### config.mk
export PLATFORM = sky130hd
export DESIGN_NAME = lsu_ctrl
export DESIGN_NICKNAME = d
export VERILOG_FILES = /design/src/rtl/rv32i_types.sv /design/src/rtl/lsu_align.sv /design/src/rtl/lsu_ctrl.sv
export SDC_FILE = /design/constraint.sdc
export NUM_CORES = 1
export LEC_CHECK = 0
export ABC_AREA = 1
export BUFFER_PORTS_ARGS = -buffer_cell sky130_fd_sc_hd__buf_2
export CORE_ASPECT_RATIO = 1.1
export CORE_MARGIN = 3
export CORE_UTILIZATION = 50
export CTS_CLUSTER_DIAMETER = 80
export DETAILED_ROUTE_END_ITERATION = 8
export PLACE_DENSITY = 0.9
export RECOVER_POWER = 50
export SKIP_LAST_GASP = 1
export SYNTH_ARGS = -nofsm -noshare
export SYNTH_HDL_FRONTEND = slang
export SYNTH_SLANG_ARGS = --single-unit
### constraint.sdc
create_clock -name clk -period 3.75 [get_ports clk]
set_input_delay 0.1875 -clock clk [delete_from_list [all_inputs] [get_ports clk]]
set_output_delay 0.1875 -clock clk [all_outputs]
set_load 0.02 [all_outputs]
### src/rtl/rv32i_types.sv
`default_nettype none
// ---------------------------------------------------------------------------
// rv32i_types : shared RV32I opcode/funct3 encodings and LSU state type
// Revision    : 1.0
// ---------------------------------------------------------------------------
package rv32i_types;

  typedef enum logic [6:0] {
    op_lui   = 7'b0110111,
    op_auipc = 7'b0010111,
    op_jal   = 7'b1101111,
    op_jalr  = 7'b1100111,
    op_br    = 7'b1100011,
    op_load  = 7'b0000011,
    op_store = 7'b0100011,
    op_imm   = 7'b0010011,
    op_reg   = 7'b0110011,
    op_csr   = 7'b1110011
  } rv32i_opcode;

  typedef enum logic [2:0] {
    lb  = 3'b000,
    lh  = 3'b001,
    lw  = 3'b010,
    lbu = 3'b100,
    lhu = 3'b101
  } load_funct3_t;

  typedef enum logic [2:0] {
    sb = 3'b000,
    sh = 3'b001,
    sw = 3'b010
  } store_funct3_t;

  typedef enum logic [2:0] {
    IDLE = 3'd0,
    RD   = 3'd1,
    WR   = 3'd2,
    DONE = 3'd3,
    FLT  = 3'd4
  } lsu_state_t;

  // True when a request must be rejected: misaligned or unknown width encoding.
  function automatic logic lsu_req_fault(input logic is_store,
                                         input logic [2:0] f3,
                                         input logic [1:0] off);
    logic flt;
    flt = 1'b1;
    if (is_store) begin
      case (f3)
        sb:      flt = 1'b0;
        sh:      flt = off[0];
        sw:      flt = (off != 2'b00);
        default: flt = 1'b1;
      endcase
    end else begin
      case (f3)
        lb, lbu: flt = 1'b0;
        lh, lhu: flt = off[0];
        lw:      flt = (off != 2'b00);
        default: flt = 1'b1;
      endcase
    end
    return flt;
  endfunction

endpackage
`default_nettype wire

### src/rtl/lsu_align.sv
`default_nettype none
// ---------------------------------------------------------------------------
// lsu_align : byte-lane steering for stores and extension for loads
// Revision  : 1.0
// ---------------------------------------------------------------------------
module lsu_align
  import rv32i_types::*;
(
  input  logic [2:0]  funct3,
  input  logic [1:0]  byte_off,
  input  logic [31:0] store_data,
  input  logic [31:0] rdata,
  output logic [3:0]  wmask,
  output logic [31:0] wdata,
  output logic [31:0] load_ext
);

  logic [31:0] shifted;

  always_comb begin
    shifted = rdata >> {byte_off, 3'b000};
    wdata   = store_data << {byte_off, 3'b000};

    case (funct3)
      sb:      wmask = 4'b0001 << byte_off;
      sh:      wmask = 4'b0011 << byte_off;
      default: wmask = 4'b1111;
    endcase

    case (funct3)
      lb:      load_ext = {{24{shifted[7]}}, shifted[7:0]};
      lh:      load_ext = {{16{shifted[15]}}, shifted[15:0]};
      lbu:     load_ext = {24'h0, shifted[7:0]};
      lhu:     load_ext = {16'h0, shifted[15:0]};
      default: load_ext = shifted;
    endcase
  end

endmodule
`default_nettype wire

### src/rtl/lsu_ctrl.sv
`default_nettype none
// ---------------------------------------------------------------------------
// lsu_ctrl : load/store sequencer between the main control FSM and memory
// Revision : 1.0
// ---------------------------------------------------------------------------
module lsu_ctrl
  import rv32i_types::*;
(
  input  logic        clk,
  input  logic        rst,
  input  logic        start,
  input  rv32i_opcode opcode,
  input  logic [2:0]  funct3,
  input  logic [31:0] addr,
  input  logic [31:0] store_data,
  input  logic        mem_resp,
  input  logic [31:0] mem_rdata,
  output logic [31:0] mem_address,
  output logic        mem_read,
  output logic        mem_write,
  output logic [3:0]  mem_wmask,
  output logic [31:0] mem_wdata,
  output logic [31:0] load_data,
  output logic        busy,
  output logic        done,
  output logic        fault
);

  lsu_state_t  state, state_next;
  logic        capture;
  logic        is_load, is_store, req_fault;
  logic [31:0] addr_q, store_data_q;
  logic [2:0]  funct3_q;
  rv32i_opcode opcode_q;
  logic [3:0]  wmask_raw;
  logic [31:0] load_ext;

  assign is_load   = (opcode == op_load);
  assign is_store  = (opcode == op_store);
  assign req_fault = lsu_req_fault(is_store, funct3, addr[1:0]);

  always_comb begin
    state_next = state;
    capture    = 1'b0;
    case (state)
      IDLE: begin
        if (start && (is_load || is_store)) begin
          capture = 1'b1;
          if (req_fault)    state_next = FLT;
          else if (is_load) state_next = RD;
          else              state_next = WR;
        end
      end
      RD, WR:    if (mem_resp) state_next = DONE;
      DONE, FLT: state_next = IDLE;
      default:   state_next = IDLE;
    endcase
  end

  always_ff @(posedge clk or posedge rst) begin
    if (rst) begin
      state        <= IDLE;
      addr_q       <= 32'h0;
      store_data_q <= 32'h0;
      funct3_q     <= 3'h0;
      opcode_q     <= rv32i_opcode'(7'h0);
      load_data    <= 32'h0;
    end else begin
      state <= state_next;
      if (capture) begin
        addr_q       <= addr;
        store_data_q <= store_data;
        funct3_q     <= funct3;
        opcode_q     <= opcode;
      end
      if (state == RD && mem_resp && opcode_q == op_load)
        load_data <= load_ext;
    end
  end

  lsu_align u_align (
    .funct3     (funct3_q),
    .byte_off   (addr_q[1:0]),
    .store_data (store_data_q),
    .rdata      (mem_rdata),
    .wmask      (wmask_raw),
    .wdata      (mem_wdata),
    .load_ext   (load_ext)
  );

  // Strobes and status decode straight from the state register (glitch-free).
  assign mem_address = {addr_q[31:2], 2'b00};
  assign mem_read    = (state == RD);
  assign mem_write   = (state == WR);
  assign mem_wmask   = (state == WR) ? wmask_raw : 4'b0000;
  assign busy        = (state != IDLE);
  assign done        = (state == DONE) || (state == FLT);
  assign fault       = (state == FLT);

endmodule
`default_nettype wire

* After elaboration in Yosys (flattened, before gate mapping) *
Index checks and enable logic that the tools add are counted.
Widths: inputs -> output; s select.

word-level totals
  bits in registers = 109
  input bits = 110
  output and inout bits = 105
  word-level logic and storage cells = 53

cells by class
  equality and inequality tests = 16
  shift operators = 4
  mux-type cells = 13
  reduce and logical (&&, ||, !) cells = 14

operators by type and width
  kind                 count
  $pmux 32 s4          1
  $shl 32x5->32        1
  $shr 32x5->32        1
  $eq 3x3->1 const B   5
  $eq 7x2->1 const B   2
  $eq 3x1->1 const B   3
  $eq 3x2->1 const B   3
  $logic_not 3->1      3
  $mux 3               3
  $pmux 4 s2           1
  $eq 7x6->1 const B   1
  $pmux 1 s3           2
  $pmux 3 s2           1
  $reduce_or 2->1      3
  $mux 4               1
  $ne 2x2->1 const B   2
  $shl 1x2->4 const A  1
  $shl 2x2->4 const A  1
  $logic_and 1x1->1    3
  $mux 1               3
  $reduce_bool 3->1    1
  $logic_or 1x1->1     2
  $mux 2               1
  $reduce_and 2->1     1
  $reduce_bool 2->1    1

* Depth between registers and ports, before layout *
Gate-level depths: netlist of run 1.

  word-level depth = 7
  depth in mapped cells = 10

* Hierarchy *
Synthesis of run 1 repeated with hierarchy kept, for this count alone.

second synthesis, totals
  cell total of the unflattened synthesis = 809
  area, all modules = 5993.2 um^2

by module, submodules not included
  module     times used  cells an instance  area each (um^2)
  lsu_ctrl   1           537                4620.7
  lsu_align  1           272                1372.6

* Worst setup path before layout of run 1 *
OpenSTA, ideal clock, no wires.

  kind = flip-flop to output port
  start point = register addr_q[0]
  end point = output mem_wdata[18]
  arrival time = 1.472 ns
  data required time = 3.562 ns
  slack = 2.090 ns
  stages on the path, launching flop included = 6
  buffers on the path = 2
  cell sequence = dfrtp_1 buf_6 nor2_8 clkinv_1 buf_2 o221ai_1

on the way
  cells in the longest elaborated chain, start to end = 1

ends and longest elaborated chain
  element                 RTL line         RTL
  start, declared         lsu_ctrl.sv:32   logic [31:0] addr_q, store_data_q;
  start signal, assigned  lsu_ctrl.sv:71   addr_q <= addr;
  $shl 32x5->32           lsu_align.sv:22  wdata = store_data << {byte_off, 3'b000};
  end, declared           lsu_ctrl.sv:22   output logic [31:0] mem_wdata,

No other way between the ends.

* Final worst setup path of run 1 *
  start point = register addr_q[1]
  end point = output mem_wdata[17]

The elaborated chain is that of the path after synthesis.

==> results.cfg, run 1 <==
[synthesis]
syn_area_sq_mm = 0.005677
async_flop_share = 1.000
synthSimpleGateAreaFrac = 0.3238
synth-compound-area-share = 0.08023
ys_seq_area_frac = 0.4805
ys_types = 26
synthMuxAreaShare = 0
post_synth_fa_ha_maj_area_fraction = 0
syn_avg_cell_area_sq_um = 7.325
yosysWarnings = 0
syn_inst = 775
synth_enable_flop_cells = 0
synthFlopType = dfrtp_1
synth_xor_area_frac = 0
synth_seq_cells = 109
synth_top_family_by_area = simple AND/OR/NAND/NOR gates

[finish]
n_antenna_cell = 0
layout_commonest_cell = nand2_1
final_cell_mix = nand2_1 (368), buf_2 (150), dfrtp_1 (109), clkbuf_1 (62), inv_1 (53)
final_net_count = 1046
synthToLayoutAreaGrowth_pct = 19.73
nFillCells = 1055
final_area_sq_mm = 0.006797
drive_gt1_frac = 0.1977

[drt]
num_vias = 5549
ant_nets = 0
route.final.wire_length_um = 15820
wl_per_cell_um = 14.54
avgViaCountPerCell = 5.100
drcViolationCount = 0
drt_iter0_markers = 349
firstDrtPassIters = 5

[worst_hold_path]
hold_class = primary input to flop
hold_path.startpoint = addr[22]

[setup_path]
r2r_start = addr_q[1]$_DFFE_PP0P_
crit_end = mem_wdata[17]
critPathCaptureType = primary output
crit_fanout = 21
worstPathRequired_ns = 3.56
reg2reg_to = load_data[18]$_DFFE_PP0P_
critPathKind = flop to primary output
cp.arrival_ns = 2.90
crit_start = addr_q[1]$_DFFE_PP0P_
start_kind = flop
reg2reg_depth = 8
r2r_slack_ns = 0.96

[grt]
grt_max_degree = 104
grt_pass1_vias = 5159
grt_usage = 0.2497
grt_pass1_wl_um = 25340
antenna_found_initial = 0
overflow = 0

[status]
status = finished, violations left
violations = capacitance limit, slew limit

[place]
place_congestion = 0.8869
io_buffers = 212
dpl_cell_area_sq_mm = 0.006540
post-dp-hpwl_um = 11410
place_ws_ns = 1.032

[cts]
cts_buffers = 9
root_buffer = clkbuf_16
clock-sinks = 109
clk-insertion-delay-late_ns = 0.35
cts.path.max_buffers = 2
clk_pin_slew_ns = 0.08
htree_levels = 3
cts_tree = built

[floorplan]
core_area_sq_mm = 0.01101
start_util = 0.5156
num_rows = 40
die_area_sq_mm = 0.01267
io_pins = 215
die_h_um = 117.8
die_w_um = 107.6

[timing]
fin_setup_tns_ns = 0
maxSlewHeadroom = -0.03882
finalSetupViolCount = 0
setup_slack_ns = 0.6632
finalClockSkew_ns = 0.008078
finalCritPeriodShare = 0.8231
maxSlewViolCount = 36
finalHoldViolations = 0
post-route-min-period_ns = 3.087
fmax_mhz = 324.0
rsz0062_at_grt = false
worstMarginPinSlew_ns = 1.550

[job]
max_cap_violations = 1

[pwr]
p_per_area_mw_per_mm2 = 559.9
irDropWorstVdd_v = 0.0003416
power.leakage_nw = 3.965
[worst min-delay path by stage]
stage                                               to  slack [ns]  depth (start not counted)
final                           addr_q[22]$_DFFE_PP0P_        0.04                          3
after global routing            addr_q[11]$_DFFE_PP0P_        0.03                          3
after CTS                       addr_q[22]$_DFFE_PP0P_        0.03                          3
after detailed placement     load_data[13]$_DFFE_PP0P_        0.24                          2
after global placement        load_data[9]$_DFFE_PP0P_        0.23                          2
after floorplan           store_data_q[24]$_DFFE_PP0P_        0.30                          2
[per-stage QoR]
stage          hold WS, ns  power (mW)  instances  utilization
2_1_floorplan       0.3041       2.386        776            -
3_3_place_gp        0.2275       2.751       1071       0.5940
3_5_place_dp        0.2370       2.779       1071       0.5940
4_1_cts            0.02921       3.835       1088       0.6249
5_1_grt            0.03384       4.042       1088       0.6173
6_report           0.03727       3.805       1088       0.6173
[registers in the layout (all words and copies together), names as in the netlist]
| signal | flops |
|---|---|
| addr_q | 32 |
| store_data_q | 32 |
| load_data | 32 |
| state | 3 |
| opcode_q | 7 |
| funct3_q | 3 |
[layer usage]
metal,global-route usage,vias to the layer above,share of wire
met3,0.05869,16,0.086
met5,0,-,0
met4,0.07498,0,0.015
met1,0.3245,2595,0.41
li1,-,2699,-
met2,0.4133,239,0.49
[cells by family after synthesis]
| group | count (synthesis) |
|---|---|
| other cells | 1 |
| simple gates | 459 |
| buf+inv | 127 |
| compound gates | 79 |
| flops | 109 |
[power by group]
part / switching (mW) / leakage, nW / total (mW) / internal (mW)
Sequential: 0.120 / 1.36 / 1.46 / 1.34
Combinational: 0.894 / 2.45 / 1.30 / 0.404
Clock: 0.452 / 0.159 / 1.05 / 0.598
Total: 1.46 / 3.97 / 3.81 / 2.34
[cell usage after synthesis, types with 2 or more instances]
library cell	instances	share of area
nand2_1	368	0.24
dfrtp_1	109	0.48
inv_1	54	0.036
nand3_1	41	0.036
o21ai_0	41	0.036
nor2_1	36	0.024
buf_4	34	0.045
buf_2	20	0.018
clkbuf_1	13	0.0086
a22oi_1	12	0.016
a21oi_1	9	0.0079
o21ai_1	9	0.0079
o221ai_1	8	0.012
buf_6	3	0.0060
nor2_2	3	0.0033
clkinv_1	2	0.0013
nand2_2	2	0.0022
nand3_2	2	0.0035
or2_2	2	0.0022
[layout make-up]
class | instances | area, sq um | share of cell area
tap | 147 | 183.9 | 0.02706
clock inverter | 7 | 105.1 | 0.01546
clock buffer | 9 | 225.2 | 0.03314
multi-input combinational | 540 | 2306 | 0.3393
timing repair buffer | 219 | 1033 | 0.1521
sequential | 109 | 2728 | 0.4013
inverter | 57 | 215.2 | 0.03166
[critical path, stage by stage, from the launching register on]
cell	delay [ns]
dfrtp_1	0.90
inv_1	0.42
nor2_2	0.71
nand2_1	0.15
o221ai_1	0.14
buf_2	0.22
[timing repair]
item,CTS,global route
hold endpoints to repair,33,0
gates resized for setup,0,0
setup endpoints to repair,0,0
buffers inserted,0,0
hold buffers,1,0
Note: power is estimated with default switching activity, not from simulation.
==> run 2: changes to the inputs <==
--- a/config.mk
+++ b/config.mk
@@ -5,14 +5,14 @@
 export SDC_FILE = /design/constraint.sdc
 export NUM_CORES = 1
 export LEC_CHECK = 0
-export ABC_AREA = 1
+export ABC_AREA = 0
 export BUFFER_PORTS_ARGS = -buffer_cell sky130_fd_sc_hd__buf_2
 export CORE_ASPECT_RATIO = 1.1
 export CORE_MARGIN = 3
-export CORE_UTILIZATION = 50
+export CORE_UTILIZATION = 45
 export CTS_CLUSTER_DIAMETER = 80
 export DETAILED_ROUTE_END_ITERATION = 8
-export PLACE_DENSITY = 0.9
+export PLACE_DENSITY = 0.87
 export RECOVER_POWER = 50
 export SKIP_LAST_GASP = 1
 export SYNTH_ARGS = -nofsm -noshare
==> constraint.sdc (replaced) <==
create_clock -name clk -period 2.52 [get_ports clk]
set_input_delay 0.126 -clock clk [delete_from_list [all_inputs] [get_ports clk]]
set_output_delay 0.126 -clock clk [all_outputs]
set_load 0.02 [all_outputs]
==> run 2 against run 1 <==
Compared with the run above:
- the run now ends clean
- sequential power is 59% higher
- design area up 0.59%
- synthesized area down 2.4%
- critical path type unchanged
- flip-flop and latch count did not move
- non-clock buffer count rose by 9
- utilization down 3.5 points
- count of clock-buffer cells in the layout up 2
- first-iteration DRC count up 5.4%
==> results.cfg, run 2 <==
[synthesis]
ys_top_cells_by_area = dfrtp_1 (49%), mux2_2 (15%), mux2i_1 (5.8%)
syn_inst = 496
synth.most_common_cell = dfrtp_1
synth_top_area_cell = dfrtp_1
ys_types = 42
post_synth_fa_ha_maj_area_fraction = 0
yosysWarnings = 0
synth_top_area_frac = 0.4922
async_flop_share = 1.000
synth_enable_flop_cells = 0
synth_top_family_by_area = multiplexers
ys_seq_area_frac = 0.4922
synth_seq_cells = 109
synthMuxAreaShare = 0.2163
ys_top_cells_by_count = dfrtp_1 (109), mux2_2 (76), nor2_1 (42)
synthSimpleGateAreaFrac = 0.1138
syn_area_sq_mm = 0.005542
synth-compound-area-share = 0.1072
synth_xor_area_frac = 0
syn_avg_cell_area_sq_um = 11.17
synthFlopType = dfrtp_1

[pwr]
irDropWorstVdd_v = 0.0004628
power_mw = 5.841
p_per_area_mw_per_mm2 = 854.3
power.leakage_nw = 3.428

[timing]
rsz0062_at_grt = false
maxSlewHeadroom = 0.07799
maxSlewViolCount = 0
finalSetupViolCount = 0
fmax_mhz = 468.9
finalClockSkew_ns = 0.007669
setup_slack_ns = 0.3875
fin_setup_tns_ns = 0
finalHoldViolations = 0
hold-worst-slack_ns = 0.01236
post-route-min-period_ns = 2.133
worstMarginPinSlew_ns = 1.383
finalCritPeriodShare = 0.8462

[cts]
cts.path.max_buffers = 2
htree_levels = 3
post_cts_buffers = 0
root_buffer = clkbuf_16
clock-sinks = 109
cts_tree = built
clk_pin_slew_ns = 0.07
clk-insertion-delay-late_ns = 0.34
cts_buffers = 9

[finish]
final_cell_mix = buf_2 (161), dfrtp_1 (107), mux2_2 (76), clkbuf_1 (52), nor2_1 (42)
finalNonFillerCells = 828
fin_util = 0.5820
reg.largest.list = addr_q: 32 flops, load_data: 32 flops, store_data_q: 32 flops
final_area_sq_mm = 0.006837
layout_commonest_cell = buf_2
n_antenna_cell = 0
drive_gt1_frac = 0.4100
final_net_count = 783
synthToLayoutAreaGrowth_pct = 23.37

[job]
max_cap_violations = 0

[drt]
ant_nets = 0
drt_iter0_markers = 368
avgViaCountPerCell = 5.438
num_vias = 4503
drcViolationCount = 0
firstDrtPassIters = 5
route.final.wire_length_um = 14460
wl_per_cell_um = 17.46

[place]
place_ws_ns = 0.4362
place_congestion = 0.9056
placedCellCount = 808
dpl_cell_area_sq_mm = 0.006541
post-dp-hpwl_um = 10920
io_buffers = 212

[floorplan]
num_rows = 41
core_area_sq_mm = 0.01175
io_pins = 215
die_w_um = 111.8
die_h_um = 122.4
start_util = 0.4717
die_area_sq_mm = 0.01368

[grt]
grt_usage = 0.2074
antenna_found_initial = 0
grt_max_degree = 63
grt_pass1_vias = 4659
grt_pass1_wl_um = 22730
overflow = 0

[worst_hold_path]
hold_end = addr_q[20]$_DFFE_PP0P_
hold_depth = 2
hold_path.startpoint = addr[20]
hold_class = primary input to flop

[setup_path]
cp.arrival_ns = 2.01
critPathKind = flop to primary output
reg2reg_to = load_data[17]$_DFFE_PP0P_
reg2reg_depth = 4
crit_start = addr_q[1]$_DFFE_PP0P_
worstPathRequired_ns = 2.39
r2r_slack_ns = 0.41
start_kind = flop
r2r_start = opcode_q[4]$_DFFE_PP0P_
critPathCaptureType = primary output
crit_fanout = 34

[status]
status = complete, no violations
## run 2: changes by cell type after synthesis, moves of 11 or more
cell      change
nand2_1     -341
mux2_2       +76
inv_1        -49
nand3_1      -40
mux2i_1      +32
o21ai_0      -32
a21oi_1      +27
nor2b_1      +18
a211oi_1     +16
a22oi_1      -12
and2_1       +12
buf_2        -11
## run 2: worst max-delay path, stage by stage (launching register included)
cell and delay [ns]:
dfrtp_2 0.42, buf_4 0.26, nor2_1 0.40, buf_4 0.23, nor3_1 0.06, nor2_1 0.11, buf_2 0.18
## run 2: cell type report
| type | instances | area [sq um] |
|---|---|---|
| flip-flops and latches | 109 | 2730 |
| fillers | 1000 | 4911 |
| inverters | 5 | 20.02 |
| multi-input cells | 320 | 2437 |
| clock buffers | 11 | 242.7 |
| well taps | 150 | 187.7 |
| clock inverters | 5 | 83.83 |
| repair buffers | 228 | 1135 |
## run 2: worst max path at each step
stage,endpoint,slack [ns],cells after the start
global placement,load_data[21]$_DFFE_PP0P_,0.50,4
detailed placement,load_data[17]$_DFFE_PP0P_,0.44,4
finish,mem_wmask[0],0.39,6
CTS,mem_wmask[0],0.28,6
global route,mem_wmask[0],0.22,6
floorplan,mem_wdata[18],0.53,5
## run 2: per-layer routing
metal,GRT usage,share of wire,vias to the layer above,wire (um)
li1,-,-,2069,-
met1,0.2362,0.38,2166,5547
met3,0.05819,0.091,21,1314
met5,0,0,-,0
met2,0.3771,0.51,247,7307
met4,0.06768,0.020,0,290
## run 2: power by group
group	internal, mW	switching, mW
clock network	0.901	0.629
logic	0.753	1.24
registers	2.07	0.243
## run 2: cells by family (layout without fill, tap and decap cells)
family / count (synthesis) / count (layout)
multiplexers: 109 / 109
flip-flops: 109 / 109
buffers and inverters: 68 / 249
AND/OR/NAND/NOR: 122 / 122
other: 1 / 2
AO/OA/AOI/OAI: 87 / 87
## run 2: what timing repair did
item | 4_1_cts | 5_1_grt
hold buffers | 3 | 1
gates resized for setup | 0 | 0
endpoints found under the setup margin | 0 | 0
endpoints found under the hold margin | 3 | 1
==> run 3: changes to the inputs <==
--- a/config.mk
+++ b/config.mk
@@ -9,10 +9,10 @@
 export BUFFER_PORTS_ARGS = -buffer_cell sky130_fd_sc_hd__buf_2
 export CORE_ASPECT_RATIO = 1.1
 export CORE_MARGIN = 3
-export CORE_UTILIZATION = 45
+export CORE_UTILIZATION = 49
 export CTS_CLUSTER_DIAMETER = 80
 export DETAILED_ROUTE_END_ITERATION = 8
-export PLACE_DENSITY = 0.87
+export PLACE_DENSITY = 0.89
 export RECOVER_POWER = 50
 export SKIP_LAST_GASP = 1
 export SYNTH_ARGS = -nofsm -noshare
==> constraint.sdc (replaced) <==
create_clock -name clk -period 2.1 [get_ports clk]
set_input_delay 0.105 -clock clk [delete_from_list [all_inputs] [get_ports clk]]
set_output_delay 0.105 -clock clk [all_outputs]
set_load 0.02 [all_outputs]
==> run 3 against run 2 <==
Compared with the run above:
- wire length rose by 8.6%
- hold slack worse by 0.0076 ns
- clock power up 10%
- non-clock buffer count rose by 63
- largest cell class unchanged
==> results.cfg, run 3 (synthesized netlist as in run 2, its figures left out) <==
[status]
status = complete, no violations

[finish]
final_cell_mix = buf_2 (159), dfrtp_1 (107), mux2_2 (76), dlygate4sd3_1 (59), clkbuf_1 (52)
n_antenna_cell = 0
reg.largest.list = addr_q: 32 flops, load_data: 32 flops, store_data_q: 32 flops
layout_commonest_cell = buf_2
final_net_count = 846
drive_gt1_frac = 0.3873
synthToLayoutAreaGrowth_pct = 34.09

[setup_path]
critPathBufInv = 3
crit_path_max_incr_delay_ns = 0.45
crit_slowest_cell = dfrtp_2
cp.arrival_ns = 1.89
critPathKind = flop to primary output
cp_cell_sequence = buf_6 > nor2b_2 > buf_8 > nand2_1 > a31oi_1 > buf_4
crit_fanout = 24
crit_family = buffers and inverters
worstPathRequired_ns = 2.00
start_kind = flop
critPathCaptureType = primary output

[floorplan]
core_area_sq_mm = 0.01096
io_pins = 215
num_rows = 40
start_util = 0.5056
die_h_um = 117.5
die_area_sq_mm = 0.01262
die_w_um = 107.4

[cts]
cts_tree = built
cts_buffers = 9
root_buffer = clkbuf_16
htree_levels = 3
cts.path.max_buffers = 2
post_cts_buffers = 0
clk_pin_slew_ns = 0.07
clk-insertion-delay-late_ns = 0.34
clock-sinks = 109

[timing]
fmax_mhz = 501.6
finalSetupViolCount = 0
fin_setup_tns_ns = 0
finalCritPeriodShare = 0.9493
maxSlewViolCount = 0
finalClockSkew_ns = 0.004235
post-route-min-period_ns = 1.994
worstMarginPinSlew_ns = 1.124
rsz0062_at_grt = false
finalHoldViolations = 0
maxSlewHeadroom = 0.2508
setup_slack_ns = 0.1065

[drt]
avgViaCountPerCell = 5.357
firstDrtPassIters = 5
wl_per_cell_um = 17.68
drcViolationCount = 0
num_vias = 4757
ant_nets = 0
route.final.wire_length_um = 15700
drt_iter0_markers = 271

[grt]
gr-usage-met3 = 0.04992
grt_usage = 0.2521
top_usage_layer = met2
grt_max_degree = 52
grt_pass1_vias = 5003
overflow = 0
antenna_found_initial = 0
grt_pass1_wl_um = 25320
global_route.usage.met1 = 0.3082
use_met2 = 0.4284

[place]
place_ws_ns = 0.1372
place_congestion = 0.9254
io_buffers = 212
post-dp-hpwl_um = 10450

[pwr]
irDropWorstVdd_v = 0.0004697
power.leakage_nw = 3.682
p_per_area_mw_per_mm2 = 948.7

[worst_hold_path]
hold_class = primary input to flop

[job]
max_cap_violations = 0
[run 3: cell count changes in the layout (fill, tap and decap cells not counted), sizes merged]
cell and delta:
dlygate4sd3 +55, buf +6, clkbuf +1, clkinv +1, bufinv -1, clkinvlp +1
[run 3: worst register-to-register path: stages (launching register included)]
cell and delay (ns):
dfrtp_1 0.37, or4_1 0.54, or3_4 0.36, a311o_4 0.38, o22a_1 0.20
[run 3: layer usage]
layer / share of wire / wire length, um
met1: 0.38 / 5990
met2: 0.52 / 8154
met3: 0.070 / 1097
met4: 0.029 / 461
met5: 0 / 0
[run 3: report_power, final]
group          leakage (nW)  total (mW)  internal, mW  switching, mW
logic                  2.06        2.60          1.02           1.59
clock network         0.140        1.69         0.953          0.738
registers              1.48        2.75          2.49          0.265
[run 3: layout make-up]
type	count	area [sq um]
Clock buffer	10	239.0
Clock inverter	6	62.56
Fill cell	798	3530
Inverter	5	20.02
Multi-Input combinational cell	320	2440
Sequential cell	109	2730
Tap cell	147	183.9
Timing Repair Buffer	291	1755
[run 3: path summary, 6_finish.rpt]
check / end / cells after the start / start / slack [ns]
setup reg to reg: load_data[16]$_DFFE_PP0P_ / 4 / opcode_q[4]$_DFFE_PP0P_ / 0.13
max in group asynchronous: load_data[29]$_DFFE_PP0P_ / 4 / rst / 0.38
setup / recovery: mem_wmask[2] / 6 / addr_q[1]$_DFFE_PP0P_ / 0.11
min in group asynchronous: store_data_q[22]$_DFFE_PP0P_ / 3 / rst / 0.30
hold / removal: store_data_q[19]$_DFFE_PP0P_ / 2 / store_data[19] / 0.005
hold reg to reg: opcode_q[1]$_DFFE_PP0P_ / 1 / opcode_q[1]$_DFFE_PP0P_ / 0.47
[run 3: stage by stage]
stage                     cells  area [sq um]  utilization  hold WS, ns  power [mW]
after CTS                   886          7486       0.6830     0.001057       7.097
after floorplan             497          5549            -       0.2306       4.501
after global placement      813          6610       0.6031      0.06444       5.207
after detailed placement    813          6610       0.6031      0.06594       5.295
final                       888          7431       0.6780     0.004793       7.049
after global routing        888          7431       0.6780     0.002265       7.443
[run 3: what timing repair did]
action	CTS	global route
endpoints found under the setup margin	1	1
hold buffers	57	2
pin swaps	0	0
cloned	0	0
hold endpoints to repair	65	2
gates resized for setup	1	4
